`config.mk`:
```
export PLATFORM = sky130hd
export DESIGN_NAME = matching_controller_scan_flat
export DESIGN_NICKNAME = d
export VERILOG_FILES = /design/src/rtl/matching_pkg.sv /design/src/rtl/matching_controller_scan_if.sv /design/src/rtl/cs_window_scorer.sv /design/src/rtl/matching_controller_scan.sv /design/src/flat_wrapper.sv
export SDC_FILE = /design/constraint.sdc
export NUM_CORES = 1
export LEC_CHECK = 0
export ABC_CLOCK_PERIOD_IN_PS = 8600
export CAP_MARGIN = 20
export CORE_MARGIN = 2
export CORE_UTILIZATION = 37
export DETAILED_ROUTE_END_ITERATION = 12
export GPL_TIMING_DRIVEN = 0
export HOLD_SLACK_MARGIN = 0.08
export PLACE_DENSITY = 0.56
export RECOVER_POWER = 50
export SKIP_CTS_REPAIR_TIMING = 1
export SLEW_MARGIN = 20
export SYNTH_ARGS = -nofsm -noshare
export SYNTH_HDL_FRONTEND = slang
export SYNTH_SLANG_ARGS = --single-unit
```
`constraint.sdc`:
```
create_clock -name clk -period 8.6 [get_ports clk]
set_clock_uncertainty 0.15 [all_clocks]
set_input_delay 0.86 -clock clk [delete_from_list [all_inputs] [get_ports clk]]
set_output_delay 0.86 -clock clk [all_outputs]
set_load 0.05 [all_outputs]
```
`src/rtl/matching_pkg.sv`:
```
// Shared types and width helpers for the RO matching controller.
package matching_pkg;

  typedef enum logic [1:0] {
    SEARCH,
    SCAN,
    MATCHED,
    FAIL
  } state_e;

  // Width of the RO configuration register: two selects of 2*ROLength bits.
  function automatic int unsigned cfg_w(input int unsigned ro_len);
    return 4 * ro_len;
  endfunction

  // Score must hold 0..W inclusive, W = 2**samples_log.
  function automatic int unsigned score_w(input int unsigned samples_log);
    return samples_log + 1;
  endfunction

endpackage

```
`src/rtl/matching_controller_scan_if.sv`:
```
// Sampler handshake, runtime configuration and status of the matching controller.
interface matching_controller_scan_if
  import matching_pkg::*;
#(
  parameter int unsigned CSCntLength  = 16,
  parameter int unsigned NBCheckbits  = 10,
  parameter int unsigned ROLength     = 3,
  parameter int unsigned NBSamplesLog = 7
);
  logic [CSCntLength-1:0]           CSCnt;
  logic                             CSReq;
  logic                             CSAck;
  logic [NBCheckbits-1:0]           threshL;
  logic [NBCheckbits-1:0]           threshH;
  logic [score_w(NBSamplesLog)-1:0] samplesMin;
  logic                             modeBest;
  logic                             restart;
  logic [2*ROLength-1:0]            RO0Sel;
  logic [2*ROLength-1:0]            RO1Sel;
  logic                             matched;
  logic                             noFound;
  logic                             locked;
  logic [score_w(NBSamplesLog)-1:0] bestScore;

  modport slave (
    input  CSCnt, CSReq, threshL, threshH, samplesMin, modeBest, restart,
    output CSAck, RO0Sel, RO1Sel, matched, noFound, locked, bestScore
  );

  modport master (
    output CSCnt, CSReq, threshL, threshH, samplesMin, modeBest, restart,
    input  CSAck, RO0Sel, RO1Sel, matched, noFound, locked, bestScore
  );
endinterface

```
`src/rtl/cs_window_scorer.sv`:
```
// Accepts coherent-sampler counts, discards settle samples after a clear and
// scores in-window samples over windows of 2**NBSamplesLog scored samples.
module cs_window_scorer
  import matching_pkg::*;
#(
  parameter int unsigned CSCntLength   = 16,
  parameter int unsigned NBCheckbits   = 10,
  parameter int unsigned NBSamplesLog  = 7,
  parameter int unsigned SettleSamples = 2
) (
  input  logic                             clk,
  input  logic                             rst,
  input  logic [CSCntLength-1:0]           cs_cnt_i,
  input  logic                             cs_req_i,
  input  logic [NBCheckbits-1:0]           thresh_l_i,
  input  logic [NBCheckbits-1:0]           thresh_h_i,
  input  logic                             clear_i,
  output logic                             cs_ack_o,
  output logic                             accept_o,
  output logic                             win_close_o,
  output logic [score_w(NBSamplesLog)-1:0] score_o
);
  localparam int unsigned SW = score_w(NBSamplesLog);

  logic                    ack_q;
  logic [NBSamplesLog-1:0] settle_q, settle_d;
  logic [NBSamplesLog-1:0] cnt_q, cnt_d;
  logic [SW-1:0]           score_q, score_d, score_new;
  logic [NBCheckbits-1:0]  top_bits;
  logic                    good, accept, scored;
  logic                    unused_cnt_bits;

  assign unused_cnt_bits = ^cs_cnt_i;
  assign top_bits        = cs_cnt_i[CSCntLength-1 -: NBCheckbits];
  assign good            = (top_bits >= thresh_l_i) && (top_bits < thresh_h_i);
  assign accept          = cs_req_i && !ack_q;
  assign scored          = accept && (settle_q == '0);
  assign score_new       = score_q + SW'(good);

  assign cs_ack_o    = ack_q;
  assign accept_o    = accept;
  assign win_close_o = scored && (&cnt_q);
  assign score_o     = score_new;

  // Settle countdown, window sample count and running score.
  always_comb begin
    settle_d = settle_q;
    cnt_d    = cnt_q;
    score_d  = score_q;
    if (clear_i) begin
      settle_d = NBSamplesLog'(SettleSamples);
      cnt_d    = '0;
      score_d  = '0;
    end else if (accept) begin
      if (settle_q != '0) begin
        settle_d = settle_q - NBSamplesLog'(1);
      end else if (&cnt_q) begin
        cnt_d   = '0;
        score_d = '0;
      end else begin
        cnt_d   = cnt_q + NBSamplesLog'(1);
        score_d = score_new;
      end
    end
  end

  // Acknowledge register and scorer state.
  always_ff @(posedge clk) begin
    if (rst) begin
      ack_q    <= 1'b0;
      settle_q <= NBSamplesLog'(SettleSamples);
      cnt_q    <= '0;
      score_q  <= '0;
    end else begin
      ack_q    <= accept;
      settle_q <= settle_d;
      cnt_q    <= cnt_d;
      score_q  <= score_d;
    end
  end

endmodule

```
`src/rtl/matching_controller_scan.sv`:
```
// RO configuration controller for a COSO TRNG: first-fit search or best-fit
// scan for a configuration whose sampler counts fall inside a window, with
// miss hysteresis while matched and a lock watchdog.
module matching_controller_scan
  import matching_pkg::*;
#(
  parameter int unsigned CSCntLength   = 16,
  parameter int unsigned NBCheckbits   = 10,
  parameter int unsigned ROLength      = 3,
  parameter int unsigned NBSamplesLog  = 7,
  parameter int unsigned SettleSamples = 2,
  parameter int unsigned DropShift     = 4,
  parameter int unsigned MaxMiss       = 2,
  parameter int unsigned MaxLockCntLog = 8
) (
  input logic                       clk,
  input logic                       rst,
  matching_controller_scan_if.slave bus
);
  localparam int unsigned CFG_W = cfg_w(ROLength);
  localparam int unsigned SW    = score_w(NBSamplesLog);
  localparam int unsigned MW    = $clog2(MaxMiss + 1);

  state_e                   state_q, state_d;
  logic                     mode_q, mode_d;
  logic [CFG_W-1:0]         cfg_q, cfg_d, best_cfg_q, best_cfg_d;
  logic [SW-1:0]            best_q, best_d, best_score_q, best_score_d;
  logic [MW-1:0]            miss_q, miss_d, miss_inc;
  logic [MaxLockCntLog-1:0] lock_q, lock_d;
  logic                     matched_q, matched_d;
  logic                     no_found_q, no_found_d;
  logic                     locked_q, locked_d;

  logic             accept, win_close, win_clear, force_clear, wd_exp, cfg_last;
  logic [SW-1:0]    score, scan_score, scan_best, miss_floor;
  logic [CFG_W-1:0] scan_best_cfg;

  cs_window_scorer #(
    .CSCntLength  (CSCntLength),
    .NBCheckbits  (NBCheckbits),
    .NBSamplesLog (NBSamplesLog),
    .SettleSamples(SettleSamples)
  ) u_scorer (
    .clk        (clk),
    .rst        (rst),
    .cs_cnt_i   (bus.CSCnt),
    .cs_req_i   (bus.CSReq),
    .thresh_l_i (bus.threshL),
    .thresh_h_i (bus.threshH),
    .clear_i    (win_clear),
    .cs_ack_o   (bus.CSAck),
    .accept_o   (accept),
    .win_close_o(win_close),
    .score_o    (score)
  );

  assign wd_exp        = &lock_q;
  assign cfg_last      = &cfg_q;
  assign miss_floor    = bus.samplesMin >> DropShift;
  assign miss_inc      = miss_q + MW'(1);
  // A watchdog expiry during a scan scores the current cfg as zero.
  assign scan_score    = wd_exp ? '0 : score;
  assign scan_best     = (scan_score > best_q) ? scan_score : best_q;
  assign scan_best_cfg = (scan_score > best_q) ? cfg_q : best_cfg_q;
  // Any cfg change discards the open window and reloads settle.
  assign win_clear     = force_clear || (cfg_d != cfg_q);

  assign bus.RO0Sel    = cfg_q[2*ROLength-1:0];
  assign bus.RO1Sel    = cfg_q[CFG_W-1:2*ROLength];
  assign bus.matched   = matched_q;
  assign bus.noFound   = no_found_q;
  assign bus.locked    = locked_q;
  assign bus.bestScore = best_score_q;

  // Next-state logic: restart over watchdog over window close.
  always_comb begin
    state_d      = state_q;
    mode_d       = mode_q;
    cfg_d        = cfg_q;
    best_cfg_d   = best_cfg_q;
    best_d       = best_q;
    best_score_d = best_score_q;
    miss_d       = miss_q;
    matched_d    = matched_q;
    no_found_d   = no_found_q;
    locked_d     = accept ? 1'b0 : locked_q;
    lock_d       = accept ? '0 : lock_q + MaxLockCntLog'(1);
    force_clear  = 1'b0;

    if (bus.restart) begin
      state_d      = bus.modeBest ? SCAN : SEARCH;
      mode_d       = bus.modeBest;
      cfg_d        = '0;
      best_cfg_d   = '0;
      best_d       = '0;
      best_score_d = '0;
      miss_d       = '0;
      matched_d    = 1'b0;
      no_found_d   = 1'b0;
      locked_d     = 1'b0;
      lock_d       = '0;
      force_clear  = 1'b1;
    end else begin
      if (wd_exp) begin
        locked_d    = 1'b1;
        force_clear = 1'b1;
      end
      if ((state_q == SCAN) && (wd_exp || win_close)) begin
        best_d       = scan_best;
        best_cfg_d   = scan_best_cfg;
        best_score_d = scan_best;
        force_clear  = 1'b1;
        if (cfg_last) begin
          if (scan_best >= bus.samplesMin) begin
            cfg_d     = scan_best_cfg;
            state_d   = MATCHED;
            matched_d = 1'b1;
            miss_d    = '0;
          end else begin
            state_d    = FAIL;
            no_found_d = 1'b1;
          end
        end else begin
          cfg_d = cfg_q + CFG_W'(1);
        end
      end else if (wd_exp) begin
        if (state_q != FAIL) begin
          matched_d = 1'b0;
          miss_d    = '0;
          if (cfg_last) begin
            state_d    = FAIL;
            no_found_d = 1'b1;
          end else begin
            cfg_d   = cfg_q + CFG_W'(1);
            state_d = SEARCH;
          end
        end
      end else if (win_close) begin
        best_score_d = score;
        case (state_q)
          SEARCH: begin
            if (score >= bus.samplesMin) begin
              state_d   = MATCHED;
              matched_d = 1'b1;
              miss_d    = '0;
            end else if (cfg_last) begin
              state_d    = FAIL;
              no_found_d = 1'b1;
            end else begin
              cfg_d = cfg_q + CFG_W'(1);
            end
          end
          MATCHED: begin
            if (score < miss_floor) begin
              if (miss_inc == MW'(MaxMiss)) begin
                matched_d   = 1'b0;
                miss_d      = '0;
                force_clear = 1'b1;
                if (mode_q) begin
                  cfg_d      = '0;
                  best_d     = '0;
                  best_cfg_d = '0;
                  state_d    = SCAN;
                end else begin
                  cfg_d   = cfg_q + CFG_W'(1);
                  state_d = SEARCH;
                end
              end else begin
                miss_d = miss_inc;
              end
            end else begin
              miss_d = '0;
            end
          end
          default: ;
        endcase
      end
    end
  end

  // Controller state registers; reset samples modeBest to pick the start state.
  always_ff @(posedge clk) begin
    if (rst) begin
      state_q      <= bus.modeBest ? SCAN : SEARCH;
      mode_q       <= bus.modeBest;
      cfg_q        <= '0;
      best_cfg_q   <= '0;
      best_q       <= '0;
      best_score_q <= '0;
      miss_q       <= '0;
      lock_q       <= '0;
      matched_q    <= 1'b0;
      no_found_q   <= 1'b0;
      locked_q     <= 1'b0;
    end else begin
      state_q      <= state_d;
      mode_q       <= mode_d;
      cfg_q        <= cfg_d;
      best_cfg_q   <= best_cfg_d;
      best_q       <= best_d;
      best_score_q <= best_score_d;
      miss_q       <= miss_d;
      lock_q       <= lock_d;
      matched_q    <= matched_d;
      no_found_q   <= no_found_d;
      locked_q     <= locked_d;
    end
  end

endmodule

```
`src/flat_wrapper.sv`:
```
// flat-port wrapper written by rule: the top's interface ports become plain ports
module matching_controller_scan_flat import matching_pkg::*;
#(
  parameter int unsigned CSCntLength   = 16,
  parameter int unsigned NBCheckbits   = 10,
  parameter int unsigned ROLength      = 3,
  parameter int unsigned NBSamplesLog  = 7,
  parameter int unsigned SettleSamples = 2,
  parameter int unsigned DropShift     = 4,
  parameter int unsigned MaxMiss       = 2,
  parameter int unsigned MaxLockCntLog = 8
)
  (clk, rst, bus_CSCnt, bus_CSReq, bus_threshL, bus_threshH, bus_samplesMin, bus_modeBest, bus_restart, bus_CSAck, bus_RO0Sel, bus_RO1Sel, bus_matched, bus_noFound, bus_locked, bus_bestScore);
  matching_controller_scan_if #(.CSCntLength(CSCntLength), .NBCheckbits(NBCheckbits), .ROLength(ROLength), .NBSamplesLog(NBSamplesLog)) bus_i ();
  input logic clk;
  input logic rst;
  input wire logic [$bits(bus_i.CSCnt)-1:0] bus_CSCnt;
  input wire logic [$bits(bus_i.CSReq)-1:0] bus_CSReq;
  input wire logic [$bits(bus_i.threshL)-1:0] bus_threshL;
  input wire logic [$bits(bus_i.threshH)-1:0] bus_threshH;
  input wire logic [$bits(bus_i.samplesMin)-1:0] bus_samplesMin;
  input wire logic [$bits(bus_i.modeBest)-1:0] bus_modeBest;
  input wire logic [$bits(bus_i.restart)-1:0] bus_restart;
  output wire logic [$bits(bus_i.CSAck)-1:0] bus_CSAck;
  output wire logic [$bits(bus_i.RO0Sel)-1:0] bus_RO0Sel;
  output wire logic [$bits(bus_i.RO1Sel)-1:0] bus_RO1Sel;
  output wire logic [$bits(bus_i.matched)-1:0] bus_matched;
  output wire logic [$bits(bus_i.noFound)-1:0] bus_noFound;
  output wire logic [$bits(bus_i.locked)-1:0] bus_locked;
  output wire logic [$bits(bus_i.bestScore)-1:0] bus_bestScore;
  assign bus_i.CSCnt = bus_CSCnt;
  assign bus_i.CSReq = bus_CSReq;
  assign bus_i.threshL = bus_threshL;
  assign bus_i.threshH = bus_threshH;
  assign bus_i.samplesMin = bus_samplesMin;
  assign bus_i.modeBest = bus_modeBest;
  assign bus_i.restart = bus_restart;
  assign bus_CSAck = bus_i.CSAck;
  assign bus_RO0Sel = bus_i.RO0Sel;
  assign bus_RO1Sel = bus_i.RO1Sel;
  assign bus_matched = bus_i.matched;
  assign bus_noFound = bus_i.noFound;
  assign bus_locked = bus_i.locked;
  assign bus_bestScore = bus_i.bestScore;
  matching_controller_scan #(.CSCntLength(CSCntLength), .NBCheckbits(NBCheckbits), .ROLength(ROLength), .NBSamplesLog(NBSamplesLog), .SettleSamples(SettleSamples), .DropShift(DropShift), .MaxMiss(MaxMiss), .MaxLockCntLog(MaxLockCntLog)) u_core (.clk(clk), .rst(rst), .bus(bus_i));
endmodule
```
==> flow_metrics.tcl, run 1 <==
set metrics [dict create \
    synth-seq-cells 79 \
    combPwrFrac_pct 14.1 \
    synth.distinct_cells 75 \
    drt_iter0_drc 603 \
    avgSynthCellArea_sq_um 7.800 \
    layout-drive-gt1-share_pct 7.151 \
    slew_violations 11 \
    p_sw_mw 0.2491 \
    dieArea_sq_um 17270 \
    fmax_mhz 123.2 \
    required_ns 8.68 \
    worst_r2r_path_depth 22 \
    die_h_microns 131.4 \
    p_leak_nw 2.900 \
    p_int_mw 0.6524 \
    critPathKind "input pin to flip-flop" \
    ctsRootBufferMaster "clkbuf_16" \
    fin_nets 949 \
    hold_ws_ns 0.2946 \
    vias 6245 \
    violations "capacitance limit, slew limit" \
    critPathArrivalTime_ns 8.19 \
    p_sw_share_pct 27.63 \
    path_delay_family "compound AO/OA/AOI/OAI gates" \
    finalPower_mw 0.9015 \
    min_period_ns 8.117 \
    grt_remaining_overflow 0 \
    grt_pass1_wl_microns 32860 \
    io_buffers 66 \
    irDropWorstVdd_mv 0.09177 \
    grt_pass1_vias 5907 \
    hold_path_class "flip-flop to flip-flop" \
    io_pins 73 \
    slew-limit-headroom_pct -4.559 \
    ant_nets 0 \
    ys_warn_count 0 \
    htree_levels 3 \
    grtUsageTotal_pct 24.16 \
    grt_max_degree 15 \
    numCtsBuffers 9 \
    place_hpwl_microns 15470 \
    finalHoldViolations 0 \
    synthArstFlopShare_pct 0 \
    first_pass_iters 5 \
    pwr-share-clk_pct 44.1 \
    holdPathStages 1 \
    synth_edf_count 3 \
    clock-sinks 79 \
    syn_nets 871 \
    antenna_found_initial 0 \
    diodes 0 \
    end_kind "flip-flop" \
    crit_slowest_cell "or4_1" \
    path_buf_inv 4 \
    rsz0062_at_grt "no" \
    cp.depth 32 \
    synthCells 770 \
    clock_insertion_delay_worst_skew_ns 0.36 \
    cts_buffer_depth 2 \
    setup_violations 0 \
    drt_wl_total_microns 20860 \
    areaGrowthSynthToFinish_pct 20.69 \
    crit_path_max_incr_delay_ns 0.52 \
    pwr_density_cell_nw_per_um2 124.4 \
    core-area_sq_um 15890 \
    cts_tree "yes" \
    crit_path_start_kind "input pin" \
    critPathMaxFanout 10 \
    path_common_cell "ha_1" \
    start_util_pct 37.81 \
    finalCritPeriodShare_pct 94.38 \
    die_w_microns 131.4 \
    drc 0 \
    max_slew.worst_pin.slew_ns 1.556 \
    rows 46 \
    yosysSeqAreaShare_pct 26.83 \
    via_per_inst 5.842 \
    syn_area_sq_um 6006 \
    p_seq_share_pct 41.8 \
    outcome "complete, but fails checks" \
    gp_congestion 0.9405 \
    max-cap-violations 1 \
    ys.flop_type "dfxtp_1" \
    clk_pin_slew_ns 0.06 \
    wl_per_cell_microns 19.52 \
]
## Yosys cell counts (all sizes together), types with 5 or more instances
library cell   n  area (sq um)
and2          13         81.33
nand2         50         187.7
xnor2         14         122.6
mux2           7         78.83
buf           22         120.1
o211ai         7         66.31
xor2          12         105.1
nand4         10         68.81
nand2b        11         68.82
and3          12         75.07
a21oi         60         307.8
o311ai         5         43.80
o21a           6         45.04
ha            52         650.6
nor2          97         364.1
a211o          5         43.79
inv           44         165.2
o21ai         54         270.3
nor4           7         50.05
a211oi         8         60.06
nand3         26         130.1
clkbuf        24         90.09
mux2i          8         80.08
o22ai          6         37.54
a21o          10         75.07
o221ai         7         61.31
dfxtp         76          1521
nor3          17         101.4
a221oi         9         85.08
a31oi         15         100.1
a22oi         25         187.7
## worst paths after layout
check | slack [ns] | startpoint | to
worst min register to register | 0.29 | u_core.lock_q[0] | u_core.lock_q[0]
worst max-delay path | 0.48 | bus_threshH[1] | u_core.u_scorer.settle_q[1]
worst min-delay path | 0.29 | u_core.lock_q[0] | u_core.lock_q[0]
worst max register to register | 2.37 | u_core.lock_q[0] | u_core.u_scorer.settle_q[1]
## registers in the layout, indices dropped and copies added (netlist names)
register / flops
u_core.best_cfg_q: 12
u_core.best_q: 8
u_core.bus.bestScore: 8
u_core.bus.locked: 1
u_core.bus.matched: 1
u_core.bus.noFound: 1
u_core.cfg_q: 12
u_core.lock_q: 8
u_core.miss_q: 2
u_core.mode_q: 1
u_core.state_q: 2
u_core.u_scorer.cnt_q: 7
u_core.u_scorer.cs_ack_o: 1
u_core.u_scorer.score_q: 8
u_core.u_scorer.settle_q: 7
## metrics by stage
| step | cell area [sq um] | setup WS, ns | TNS, ns | utilization, % | instances |
|---|---|---|---|---|---|
| after floorplan | 6006 | 1.353 | 0 | - | 770 |
| after global placement | 6937 | -0.3286 | -2.068 | 43.67 | 1052 |
| after detailed placement | 6940 | -0.3408 | -1.854 | 43.69 | 1052 |
| after CTS | 7237 | -0.005318 | -0.005318 | 45.56 | 1068 |
| after global routing | 7248 | 0.02029 | 0 | 45.63 | 1069 |
| final | 7248 | 0.4831 | 0 | 45.63 | 1069 |
## cells by family after synthesis
group | Yosys count | share of synthesized area, %
simple gates | 262 | 21.77
buf+inv | 90 | 6.250
compound gates | 246 | 27.88
fa+ha+maj | 52 | 10.83
mux | 15 | 2.646
flops | 79 | 26.83
xor+xnor | 26 | 3.792
## power groups by stage
stage | sequential [mW] | clock [mW] | combinational (mW)
final | 0.377 | 0.398 | 0.127
after global routing | 0.377 | 0.416 | 0.140
after CTS | 0.377 | 0.406 | 0.126
after detailed placement | 0.385 | 0 | 0.125
after global placement | 0.385 | 0 | 0.123
after floorplan | 0.385 | 0 | 0.0748
## per-layer routing
layer | GRT usage, % | wire [microns] | up-vias | share of wire, %
met2 | 39.56 | 9564 | 256 | 46
met1 | 31.59 | 9302 | 2949 | 45
met5 | 0 | 0 | - | 0
met4 | 9.179 | 650 | 0 | 3.1
li1 | - | - | 2995 | -
met3 | 4.437 | 1345 | 45 | 6.4
## layout by cell type, fill, tap and decap left out, drive strengths merged, types with 9 or more instances in the layout
cell type / netlist / final
a31oi: 15 / 15
a22oi: 25 / 25
nand2: 50 / 50
nand3: 26 / 26
nor3: 17 / 17
dfxtp: 76 / 76
a21oi: 60 / 60
and2: 13 / 13
a221oi: 9 / 9
ha: 52 / 52
a21o: 10 / 10
nand4: 10 / 10
xor2: 12 / 12
xnor2: 14 / 14
dlygate4sd3: 0 / 27
clkbuf: 24 / 34
buf: 22 / 22
nor2: 97 / 97
nand2b: 11 / 11
o21ai: 54 / 54
clkdlybuf4s50: 0 / 39
inv: 44 / 46
and3: 12 / 12
## area by class of cell
cell class	instances	area [sq um]
Multi-Input combinational cell	601	4020
Clock inverter	7	71.32
Tap cell	216	270.3
Sequential cell	79	1612
Inverter	44	165.2
Clock buffer	9	225.2
Timing Repair Buffer	67	671.9
Buffer	46	212.7
Fill cell	1640	8637
(Power assumes the default switching activity.)
==> run 2, diff against run 1 <==
--- a/config.mk
+++ b/config.mk
@@ -10,6 +10,7 @@
 export CORE_MARGIN = 2
 export CORE_UTILIZATION = 37
 export DETAILED_ROUTE_END_ITERATION = 12
+export GPL_ROUTABILITY_DRIVEN = 0
 export GPL_TIMING_DRIVEN = 0
 export HOLD_SLACK_MARGIN = 0.08
 export PLACE_DENSITY = 0.56
==> flow_metrics.tcl, run 2 (synthesis results as in run 1) <==
set metrics [dict create \
    drc 0 \
    p_sw_mw 0.2312 \
    p_sw_share_pct 25.24 \
    p_seq_share_pct 41.2 \
    critPathKind "input pin to flip-flop" \
    required_ns 8.67 \
    reg.largest.list "u_core.best_cfg_q: 12 flops, u_core.cfg_q: 12 flops" \
    layout_common_cells "nor2_1 (96), dfxtp_1 (76), a21oi_1 (58)" \
    critPathArrivalTime_ns 8.20 \
    start_util_pct 37.81 \
    crit_path_start "bus_threshH[1]" \
    wl_per_cell_microns 18.48 \
    areaGrowthSynthToFinish_pct 20.85 \
    diodes 0 \
    fin_nets 948 \
    numCtsBuffers 9 \
    ctsRootBufferMaster "clkbuf_16" \
    reg2reg_from "u_core.lock_q[0]" \
    min_period_ns 8.123 \
    p_int_mw 0.6848 \
    combPwrFrac_pct 13.7 \
    dp.cells 1052 \
    grt_remaining_overflow 0 \
    final_common_cell "nor2_1" \
    critPathMaxFanout 10 \
    design_area_sq_um 7258 \
    first_pass_iters 5 \
    setup_violations 0 \
    rows 46 \
    drt_wl_total_microns 19730 \
    pwr-share-clk_pct 45.1 \
    finalCritPeriodShare_pct 94.45 \
    dieArea_sq_um 17270 \
    slew_violations 0 \
    vias 6229 \
    max-cap-violations 0 \
    hold_path_class "flip-flop to flip-flop" \
    core-area_sq_um 15890 \
    place_hpwl_microns 14680 \
    antenna_found_initial 0 \
    cts_tree "yes" \
    place_area_sq_um 6940 \
    finalHoldViolations 0 \
    path_common_cell "ha_1" \
    via_per_inst 5.832 \
    crit_path_start_kind "input pin" \
    io_buffers 66 \
    ant_nets 0 \
    fmax_mhz 123.1 \
    max_slew.worst_pin.slew_ns 1.397 \
    grt_pass1_wl_microns 31400 \
    pwr_density_cell_nw_per_um2 126.2 \
    grt_pass1_vias 6039 \
    grt_max_degree 13 \
    die_h_microns 131.4 \
    outcome "finished, final reports clean" \
    clk_pin_slew_ns 0.06 \
    cts_buffer_depth 2 \
    finalPower_mw 0.9160 \
    crit_slowest_cell "or4_1" \
    path_delay_family "compound AO/OA/AOI/OAI gates" \
    drt_iter0_drc 518 \
    htree_levels 3 \
    io_pins 73 \
    p_leak_nw 2.902 \
    slew-limit-headroom_pct 6.164 \
    grtUsageTotal_pct 22.66 \
    irDropWorstVdd_mv 0.09529 \
    hp-start "u_core.lock_q[0]" \
    end_kind "flip-flop" \
    die_w_microns 131.4 \
    clock-sinks 79 \
    path_buf_inv 4 \
    nFillCells 1649 \
    layout-drive-gt1-share_pct 7.042 \
    postLayoutCoreUtil_pct 45.69 \
    crit_path_max_incr_delay_ns 0.52 \
    clock_insertion_delay_worst_skew_ns 0.35 \
    stdcell_count 1068 \
]
-- run 2: cell types whose count changed in the layout (fill, tap and decap cells not counted), sizes merged --
cell / delta
buf: +1
clkbuf: +3
clkinv: -2
clkinvlp: -1
inv: -2
-- run 2: metal layers --
layer / vias up / GRT usage, % / wire length, microns
met2: 264 / 36.27 / 8893
li1: 2984 / - / -
met5: - / 0 / 0
met1: 2935 / 29.57 / 8921
met3: 46 / 3.974 / 1356
met4: 0 / 10.81 / 561
-- run 2: layout make-up --
class | count | area, sq um | share of cell area (%)
Multi-Input combinational cell | 601 | 4019 | 55.37
Sequential cell | 79 | 1612 | 22.20
Timing Repair Buffer | 66 | 660.6 | 9.102
Clock buffer | 14 | 285.3 | 3.930
Tap cell | 216 | 270.3 | 3.723
Buffer | 46 | 211.5 | 2.913
Inverter | 44 | 165.2 | 2.275
Clock inverter | 2 | 35.03 | 0.4827
-- run 2: worst paths after layout --
kind / endpoint / slack (ns) / cells after the start
min: u_core.lock_q[0] / 0.29 / 1
max reg2reg: u_core.u_scorer.settle_q[1] / 2.42 / 22
min reg2reg: u_core.lock_q[0] / 0.29 / 1
max: u_core.u_scorer.settle_q[1] / 0.48 / 32
-- run 2: power groups by stage --
stage	Sequential (mW)	Clock [mW]	Combinational, mW
floorplan	0.385	0	0.0748
global placement	0.385	0	0.121
detailed placement	0.385	0	0.124
CTS	0.377	0.422	0.125
global route	0.378	0.435	0.139
finish	0.377	0.413	0.126
-- run 2: worst register-to-register path, delay by kind of cell (launching register included) --
kind	cells	cell delay, ns
AOI/OAI and AO/OA	7	1.59
and+or+nand+nor	8	1.59
buffers and inverters	3	1.19
muxes	1	0.40
adders and majority gates	3	0.82
DFF	1	0.32
-- run 2: through the flow --
step	hold slack, ns	setup WS [ns]	TNS [ns]
2_1_floorplan	0.2632	1.353	0
3_3_place_gp	0.2731	-0.2261	-1.320
3_5_place_dp	0.2864	-0.2467	-0.9943
4_1_cts	0.2945	0.04903	0
5_1_grt	0.3233	-0.009214	-0.009214
6_report	0.2913	0.4772	0
==> run 3, diff against run 2 <==
--- a/config.mk
+++ b/config.mk
@@ -15,7 +15,6 @@
 export HOLD_SLACK_MARGIN = 0.08
 export PLACE_DENSITY = 0.56
 export RECOVER_POWER = 50
-export SKIP_CTS_REPAIR_TIMING = 1
 export SLEW_MARGIN = 20
 export SYNTH_ARGS = -nofsm -noshare
 export SYNTH_HDL_FRONTEND = slang
==> results of run 3 <==
No change in the layout: final DEF, timing and power equal those of run 2.
==> edit, RTL diff (settings of run 3) <==
`NBSamplesLog` is set to 7 in 4 places; all go to 6.
--- a/src/rtl/matching_controller_scan_if.sv
+++ b/src/rtl/matching_controller_scan_if.sv
@@ -5,7 +5,7 @@
   parameter int unsigned CSCntLength  = 16,
   parameter int unsigned NBCheckbits  = 10,
   parameter int unsigned ROLength     = 3,
-  parameter int unsigned NBSamplesLog = 7
+  parameter int unsigned NBSamplesLog = 6
 );
   logic [CSCntLength-1:0]           CSCnt;
   logic                             CSReq;
--- a/src/rtl/cs_window_scorer.sv
+++ b/src/rtl/cs_window_scorer.sv
@@ -5,7 +5,7 @@
 #(
   parameter int unsigned CSCntLength   = 16,
   parameter int unsigned NBCheckbits   = 10,
-  parameter int unsigned NBSamplesLog  = 7,
+  parameter int unsigned NBSamplesLog  = 6,
   parameter int unsigned SettleSamples = 2
 ) (
   input  logic                             clk,
--- a/src/rtl/matching_controller_scan.sv
+++ b/src/rtl/matching_controller_scan.sv
@@ -7,7 +7,7 @@
   parameter int unsigned CSCntLength   = 16,
   parameter int unsigned NBCheckbits   = 10,
   parameter int unsigned ROLength      = 3,
-  parameter int unsigned NBSamplesLog  = 7,
+  parameter int unsigned NBSamplesLog  = 6,
   parameter int unsigned SettleSamples = 2,
   parameter int unsigned DropShift     = 4,
   parameter int unsigned MaxMiss       = 2,
--- a/src/flat_wrapper.sv
+++ b/src/flat_wrapper.sv
@@ -4,7 +4,7 @@
   parameter int unsigned CSCntLength   = 16,
   parameter int unsigned NBCheckbits   = 10,
   parameter int unsigned ROLength      = 3,
-  parameter int unsigned NBSamplesLog  = 7,
+  parameter int unsigned NBSamplesLog  = 6,
   parameter int unsigned SettleSamples = 2,
   parameter int unsigned DropShift     = 4,
   parameter int unsigned MaxMiss       = 2,
Ports: changed (resized bus_bestScore and bus_samplesMin); port bits go from 73 to 71. No check against the original RTL was run, so the function may have changed too.
==> edit against run 3 <==
Routed wire length grew 2.8%; first-iteration DRC count grew 38%; via count grew 3.8%; total power shrank 11%; area after synthesis shrank 1.9%; sequential cell count shrank 5; largest power group unchanged; non-clock buffer count grew 11; clock power shrank 14%; cell area grew 0.83%; setup slack lost 0.055 ns; synthesized cell count grew 3.0%.
==> edit: results (changes against run 3) <==
Global route
The global-route track usage on met2 is 0.366 (+0.00378). The initial antenna violation count is 0 (unchanged). The met3 usage came to 0.0443 (+0.00454). The met1 track demand over resource is 0.324 (+0.0280).

The pin count of the biggest net entering global routing was 14 (+1). The global-route wire length before repair was 31,300 µm (-0.22%). The via count of the first global-routing pass is 5,914 (-2.1%). The total routing usage reported by global routing was 0.238 (+0.0110).

Layout
The final net count is 980 (+3.4%). The share of post-route cells with drive strength above 1 is 0.0890 (+0.0185). In the final layout, the registers with the most flip-flops are u_core.best_cfg_q: 12 flops, u_core.cfg_q: 12 flops, u_core.lock_q: 8 flops. The filler cell count in the final layout is 1,547 (-6.2%).

The number of antenna repair diodes is 0 (unchanged).

Logic synthesis
The fraction of synthesis flops using an asynchronous set or reset pin is 0 (unchanged). The count of flip-flops with a built-in enable after synthesis is 3 (unchanged). The sequential fraction of the synthesis area was 0.257 (-0.0117).

The count of distinct cell types in the synthesized netlist came to 76 (+1.3%). Yosys attributes the largest share of cell area to sky130_fd_sc_hd__dfxtp_1, sky130_fd_sc_hd__ha_1, sky130_fd_sc_hd__nor2_1, sky130_fd_sc_hd__a21oi_1, sky130_fd_sc_hd__nand2_1. The yosys synthesis warning count is 0 (unchanged).

The post-synth net total was 890 (+2.2%). By count the netlist is led by sky130_fd_sc_hd__nor2_1, sky130_fd_sc_hd__nand2_1, sky130_fd_sc_hd__dfxtp_1, sky130_fd_sc_hd__a21oi_1, sky130_fd_sc_hd__ha_1. For this run, the leading register cell type out of synthesis is sky130_fd_sc_hd__dfxtp_1.

Clock tree
The H-tree depth was 3 (unchanged). The clock latency reported for the late side of the worst-skew pair came to 0.35 ns (about the same). The number of buffers created by CTS came to 9 (unchanged). The cell sitting at the root of the clock tree is a sky130_fd_sc_hd__clkbuf_16. The clock-pin slew on the worst setup and hold paths is 0.06 ns (about the same). The number of buffers on the longest clock path is 2 (unchanged).

Pwr
The internal power contribution came to 0.597 mW (-13%). The worst ir drop on vdd is 97.3 µV (+2.1%). The cell leakage power is 2.84 nW (-2.0%).

Place
The quantity of I/O buffers inserted on ports came to 63 (-4.5%). The half-perimeter wire length after detailed placement is 14,900 µm (+1.6%). The placement-stage worst setup slack is -1.42 ns (-1.17 ns).

Worst setup path
The arrival time at the worst endpoint is 8.32 ns (+0.12 ns). The maximum net fanout on the critical path is 10 (unchanged). The peak per-stage delay on the critical path is 0.45 ns (-0.07 ns). The standard cell with the maximum stage delay on the critical path is sky130_fd_sc_hd__clkdlybuf4s50_1.

Outcome
The flow ran to the end, and the final reports show no timing, DRC or antenna violations.

Route
The iteration count of the initial detailed-routing pass is 5 (unchanged). The average wire per standard cell came to 18.4 µm (-0.55%). The vias per cell is 5.85 (+0.37%). The DRC marker count from the first detailed-route iteration is 717 (+38%).

Hold path
The tightest min-delay check is of the register to register type.

STA
The relative slew slack is 0.406 (+0.345). The number of setup violations in the final report is 0 (unchanged).
## edit: changes by cell type after synthesis, moves of 5 or more
cell / before / now
sky130_fd_sc_hd__nand3_1: 26 / 20
sky130_fd_sc_hd__nand2_1: 50 / 73
sky130_fd_sc_hd__o21ai_0: 40 / 48
sky130_fd_sc_hd__clkbuf_1: 24 / 32
sky130_fd_sc_hd__dfxtp_1: 76 / 71
sky130_fd_sc_hd__nor3_1: 15 / 30
sky130_fd_sc_hd__o21ai_1: 14 / 3
sky130_fd_sc_hd__buf_2: 12 / 5
sky130_fd_sc_hd__buf_4: 6 / 0
## edit: final timing paths
check                    from                          end  slack, ns  depth (start not counted)
min reg2reg  u_core.lock_q[0]             u_core.lock_q[0]       0.30                          1
min          u_core.lock_q[0]             u_core.lock_q[0]       0.30                          1
max            bus_threshH[1]  u_core.u_scorer.settle_q[5]       0.42                         39
max reg2reg  u_core.lock_q[0]  u_core.u_scorer.settle_q[5]       2.20                         27
## edit: through the flow
stage	TNS (ns)	area, µm²	power (mW)	cells	utilization
floorplan	0	5890	0.417	793	-
global placement	-26.24	6790	0.458	1072	0.432
detailed placement	-31.82	6790	0.461	1072	0.432
CTS	0	7150	0.820	1090	0.455
global route	-0.0374	7320	0.848	1104	0.466
finish	0	7320	0.816	1104	0.466
## edit: cell type report
type | instances | share of cell area
buffer | 44 | 0.0263
clock buffer | 11 | 0.0332
clock inverter | 5 | 0.00427
inverter | 48 | 0.0246
multi-input combinational | 627 | 0.566
sequential | 74 | 0.207
tap | 216 | 0.0369
timing repair buffer | 79 | 0.103
## edit: power groups by stage
stage	clock, mW	combinational, mW	sequential [mW]
global placement	0	0.100	0.358
global route	0.376	0.122	0.351
detailed placement	0	0.103	0.358
CTS	0.363	0.106	0.350
floorplan	0	0.0589	0.358
finish	0.355	0.111	0.351
## edit: metal layers
metal | vias to the layer above | share of wire
met5 | - | 0
met4 | 0 | 0.029
met3 | 55 | 0.083
met2 | 319 | 0.45
met1 | 3022 | 0.44
li1 | 3067 | -
## edit: kinds of logic (layout without fill, tap and decap cells)
group           after synthesis  in the layout  share of synthesized area
compound gates              234            234                      0.263
xor+xnor                     26             26                     0.0387
fa+ha+maj                    49             49                      0.104
buf+inv                      93            187                     0.0633
flops                        74             74                      0.257
mux                           8              8                     0.0151
simple gates                309            310                      0.259
## edit: critical path: cells and delay by family
kind,cells,cell delay (ns)
adders and majority gates,5,1.31
xor gates and xnor gates,2,0.44
and+or+nand+nor,10,1.42
AOI/OAI and AO/OA,16,3.12
buffers and inverters,6,1.11
## edit: repair_timing
item                       CTS  global route
cloned                       0             1
buffers inserted             3            13
pin swaps                    1             7
resized for setup           14            13
setup endpoints to repair   32            19
